==> src/rtl/seq_detector_param.sv <==
// seq_detector_param
// Parametrised Moore serial-pattern detector. It has a configurable pattern
// length and value, an overlapping or non-overlapping match mode, a
// sample-enable qualifier and a saturating match counter.
//
// Parameters:
//   SEQ_LEN      pattern length, 2..16
//   SEQ_PATTERN  pattern value; bit SEQ_LEN-1 is the first bit on the wire
//   OVERLAP      1 = overlapping matches, 0 = restart from empty after a match
//   CNT_W        match counter width, 1..32
//
// Ports:
//   clk          clock, rising edge
//   reset        asynchronous, active-high, clears all state
//   enable       data_in is sampled only on edges where enable=1
//   clear        synchronous clear of match depth, detected and match_count
//   data_in      serial data bit
//   detected     registered match flag (depth == SEQ_LEN)
//   match_count  saturating count of completed matches
//   progress     current match depth, 0..SEQ_LEN
//
// Optional feature (define SEQ_RUNTIME_LOAD_EN):
//   pattern_in   new pattern value
//   pattern_load loads pattern_in into the pattern register and restarts the
//                match; match_count is kept
//
// Depth states:
//   depth        | meaning
//   0            | empty, no prefix of the pattern matched
//   1..SEQ_LEN-1 | longest suffix of the sampled bits equal to a pattern prefix
//   SEQ_LEN      | MATCH, detected=1
module seq_detector_param #(
    parameter int                 SEQ_LEN     = 4,
    parameter logic [SEQ_LEN-1:0] SEQ_PATTERN = 4'b1010,
    parameter bit                 OVERLAP     = 1'b1,
    parameter int                 CNT_W       = 8
) (
    input  logic                         clk,
    input  logic                         reset,
    input  logic                         enable,
    input  logic                         clear,
    input  logic                         data_in,
`ifdef SEQ_RUNTIME_LOAD_EN
    input  logic [SEQ_LEN-1:0]           pattern_in,
    input  logic                         pattern_load,
`endif
    output logic                         detected,
    output logic [CNT_W-1:0]             match_count,
    output logic [$clog2(SEQ_LEN+1)-1:0] progress
);

    localparam int              DW      = $clog2(SEQ_LEN + 1);
    localparam logic [DW-1:0]   D_MATCH = DW'(SEQ_LEN);

    if (SEQ_LEN < 2 || SEQ_LEN > 16) begin : g_bad_seq_len
        $error("seq_detector_param: SEQ_LEN must be in 2..16");
    end
    if (CNT_W < 1 || CNT_W > 32) begin : g_bad_cnt_w
        $error("seq_detector_param: CNT_W must be in 1..32");
    end

    logic [DW-1:0]      depth_q;
    logic [DW-1:0]      depth_nxt;
    logic [SEQ_LEN-2:0] hist_q;
    logic [SEQ_LEN-1:0] window;
    logic [SEQ_LEN-1:0] mask;
    logic [SEQ_LEN-1:0] pat;
    int                 max_k;

`ifdef SEQ_RUNTIME_LOAD_EN
    always_ff @(posedge clk or posedge reset) begin
        if (reset) begin
            pat <= SEQ_PATTERN;
        end else if (!clear && pattern_load) begin
            pat <= pattern_in;
        end
    end
`else
    assign pat = SEQ_PATTERN;
`endif

    // Run-time fall-back: the next depth is the longest k such that the
    // last k-1 sampled bits followed by data_in equal the k-bit pattern
    // prefix. k is capped at depth+1 so only bits inside the current match
    // are ever looked at; a non-overlapping MATCH restarts from empty, so
    // only k=1 is allowed there.
    always_comb begin
        window    = {hist_q, data_in};
        mask      = '0;
        depth_nxt = '0;
        if (depth_q == D_MATCH) begin
            max_k = OVERLAP ? SEQ_LEN : 1;
        end else begin
            max_k = int'(depth_q) + 1;
        end
        for (int k = 1; k <= SEQ_LEN; k++) begin
            mask = {SEQ_LEN{1'b1}} >> (SEQ_LEN - k);
            if (k <= max_k && (window & mask) == ((pat >> (SEQ_LEN - k)) & mask)) begin
                depth_nxt = DW'(k);
            end
        end
    end

    always_ff @(posedge clk or posedge reset) begin
        if (reset) begin
            depth_q     <= '0;
            hist_q      <= '0;
            detected    <= 1'b0;
            match_count <= '0;
        end else if (clear) begin
            depth_q     <= '0;
            hist_q      <= '0;
            detected    <= 1'b0;
            match_count <= '0;
`ifdef SEQ_RUNTIME_LOAD_EN
        end else if (pattern_load) begin
            depth_q  <= '0;
            hist_q   <= '0;
            detected <= 1'b0;
`endif
        end else if (enable) begin
            hist_q   <= window[SEQ_LEN-2:0];
            depth_q  <= depth_nxt;
            detected <= (depth_nxt == D_MATCH);
            if (depth_nxt == D_MATCH && match_count != {CNT_W{1'b1}}) begin
                match_count <= match_count + CNT_W'(1);
            end
        end
    end

    assign progress = depth_q;

endmodule

==> config.mk <==
export PLATFORM = sky130hd
export DESIGN_NAME = seq_detector_param
export DESIGN_NICKNAME = d
export VERILOG_FILES = /design/src/rtl/seq_detector_param.sv
export SDC_FILE = /design/constraint.sdc
export NUM_CORES = 1
export LEC_CHECK = 0
export CORE_MARGIN = 10
export CORE_UTILIZATION = 40
export CTS_BUF_LIST = sky130_fd_sc_hd__clkbuf_16
export CTS_CLUSTER_DIAMETER = 120
export DETAILED_ROUTE_END_ITERATION = 7
export HOLD_SLACK_MARGIN = 0.1
export MAX_ROUTING_LAYER = met4
export SETUP_SLACK_MARGIN = 0.5
export SLEW_MARGIN = 20
export SYNTH_ARGS = -nofsm -noshare
export SYNTH_HDL_FRONTEND = slang
export SYNTH_SLANG_ARGS = --single-unit
==> constraint.sdc <==
create_clock -name clk -period 3.3 [get_ports clk]
set_input_delay 0.825 -clock clk [delete_from_list [all_inputs] [get_ports clk]]
set_output_delay 0.825 -clock clk [all_outputs]
set_load 0.03 [all_outputs]
==> run summary <==
Critical-path cell list - clkdlybuf4s50_1 > nand4bb_1 > a211o_1 > or4_1 > a21oi_1
Layout Cells excl Fill - 137
Largest net degree at the start of global routing - 18
Crit path required time - 3.47 ns
Status - finished clean
PortBufs - 16
Die Y - 67.7 um
Part of the cycle the worst path needs - 0.780
YS warnings - 0
Final Util - 0.527
Pwr dens - 390 nW/um2
Layout cells sized above 1 - 0.101
Sum of negative setup slack - 0 ns
Worst Clk Skew - 0.000846 ns
Later-pin clock latency in the skew report - 0.24 ns
Avg WL per Cell - 15.0 um
Vias in the first global route - 766
Post-layout min period - 2.57 ns
CP top delay family - simple AND/OR/NAND/NOR gates
Post-route cell area - 1150 um2
Arr. time, crit path - 2.74 ns
# rows - 17
R2R Path Start - progress[0]$_DFFE_PP0P_
Max Slew Vio Count - 0
Area delta synth->final - 27.0%
RSZ-0062 raised after global routing - false
Most frequent cells in the layout - clkdlybuf4s50_1, dfrtp_1, a21oi_1
DRC viols - 0
Drt via density - 5.74
Startpoint types - input port
Final hold violation count - 0
HP Class - flop to flop
Max-cap check violation count - 0
Slew HR - 0.317
Antenna violations before repair - 0
End point of the critical path - match_count[4]$_DFFE_PP0P_
Crit-path slowest cell - or4_1
FMAX - 388 MHz
Post-route ant nets - 0
Setup violators final - 0
Maximum clock insertion buffer count - 2
Final net count - 119
Synth Instances - 91
Placed cell areas - 1080 um2
Grt ovf - 0
WP buf/inv - 1
Number of distinct library cells after synthesis - 35
Pre-Repair DR Iteration Count - 4
I/O pin cnt - 17
Routability-driven placement congestion ratio - 0.811
Ant. Diodes - 0
Critical setup path kind - input port to flop
Hpwl dp - 1500 um
Starting Density - 0.415
Worst-Margin Slew - 1.02 ns
Seq cells post-synth - 15
Total global-route track usage - 0.0997
Vias - 787
TritonCTS Sinks - 15
Worst Setup End Kind - flop
Worst reg-to-reg path cell count - 6
Core footprint - 2190 um2
Slowest cell delay on critical path - 0.56 ns
CTS tree - done
Die area - 4580 um2
Worst-path clk slew - 0.05 ns
Mapped cell area - 910 um2
Leakage Power - 0.459 nW
Clk root buf - clkbuf_16
Num CTS Buffers - 3
Crit path max fanout - 17
Syn Nets - 100
Worst path depth - 5
Avg Inst Size Synth - 10.0 um2
Total power - 0.450 mW
DIE WIDTH - 67.7 um
Most common cell after layout, fill and taps aside - clkdlybuf4s50_1
Initial DRC Count - 31
H-tree Lvls - 1
CP startpoint - data_in
Sequential share of the synthesized area - 0.413
Detailed Route WL - 2050 um
Peak supply drop - 0.291 mV
Reg2Reg Setup Slack - 1.12 ns
First-pass GRT wire length - 3490 um
Inst Count DP - 133
# resized after CTS - 0
CTS Hold Bufs - 0
Reg2Reg Capture Point - match_count[4]$_DFFE_PP0P_
Postcts setup bufs - 0
## kinds of logic (layout without fill, tap and decap cells)
kind of cell	after synthesis	count (layout)	synth area share
AOI/OAI and AO/OA	25	25	0.188
adders and majority gates	4	4	0.0550
buffers and inverters	9	27	0.0688
DFF	15	15	0.413
muxes	5	5	0.0550
and+or+nand+nor	33	33	0.220
## through the flow
step	worst slack, ns	hold WS (ns)
3_5_place_dp	0.468	0.531
2_1_floorplan	1.25	0.486
4_1_cts	0.715	0.541
6_report	0.725	0.535
3_3_place_gp	0.533	0.520
5_1_grt	0.583	0.593
## state kept, by name, indices dropped and copies added, names as in the netlist
name / flops
hist_q: 3
detected: 1
progress: 3
match_count: 8
## worst reg2reg max path, delay by kind of cell (launching register included)
kind | cells | cell delay, ns
adders and majority gates | 1 | 0.17
and+or+nand+nor | 2 | 0.77
DFF | 1 | 0.44
AOI/OAI and AO/OA | 2 | 0.60
buffers and inverters | 1 | 0.13
## layout make-up
class	count	area, um2
inverter	5	18.8
multi-input combinational	67	472
clock inverter	1	3.75
sequential	15	375
fill	197	1040
tap	28	35.0
clock buffer	3	75.1
timing repair buffer	18	175
## cell usage after synthesis (all sizes together)
master | instances | area (um2)
dfrtp | 15 | 375
a21oi | 9 | 45.0
nand2 | 6 | 22.5
inv | 5 | 18.8
mux2i | 5 | 50.1
nor2 | 5 | 18.8
ha | 4 | 50.1
or4 | 4 | 30.0
nand3 | 3 | 15.0
o31ai | 3 | 22.5
and3b | 2 | 20.0
buf | 2 | 16.3
clkbuf | 2 | 27.5
nand2b | 2 | 12.5
nor3 | 2 | 10.0
o21ai | 2 | 10.0
o311ai | 2 | 17.5
o41ai | 2 | 17.5
a211o | 1 | 8.76
a211oi | 1 | 7.51
a22oi | 1 | 7.51
and2b | 1 | 7.51
nand3b | 1 | 7.51
nand4 | 1 | 6.26
nand4bb | 1 | 11.3
nor2b | 1 | 6.26
nor4b | 1 | 8.76
o221a | 1 | 11.3
o22ai | 1 | 6.26
o31a | 1 | 8.76
o32ai | 1 | 8.76
or2 | 1 | 6.26
or3 | 1 | 7.51
or4b | 1 | 10.0
## per-layer routing
layer,track usage,wire [um],vias to the layer above,share of wire
met3,0.0248,132,4,0.064
met1,0.122,938,378,0.46
li1,-,-,382,-
met2,0.146,947,23,0.46
met5,-,0,-,0
met4,0.0564,36,0,0.018
## worst min path at each step
stage / from / end / slack, ns / cells after the start
after floorplan: hist_q[2]$_DFFE_PP0P_ / hist_q[2]$_DFFE_PP0P_ / 0.49 / 2
after global placement: hist_q[2]$_DFFE_PP0P_ / hist_q[2]$_DFFE_PP0P_ / 0.52 / 2
after detailed placement: hist_q[2]$_DFFE_PP0P_ / hist_q[2]$_DFFE_PP0P_ / 0.53 / 2
after CTS: hist_q[2]$_DFFE_PP0P_ / hist_q[2]$_DFFE_PP0P_ / 0.54 / 2
after global routing: hist_q[2]$_DFFE_PP0P_ / hist_q[2]$_DFFE_PP0P_ / 0.59 / 2
final: hist_q[2]$_DFFE_PP0P_ / hist_q[2]$_DFFE_PP0P_ / 0.54 / 2
## report_power, final
group / total (mW) / internal [mW] / switching (mW) / leakage (nW)
logic: 0.0297 / 0.0133 / 0.0163 / 0.209
clock network: 0.231 / 0.160 / 0.0707 / 0.0423
registers: 0.189 / 0.186 / 0.00302 / 0.208
Power figures use the tool's default switching activity.
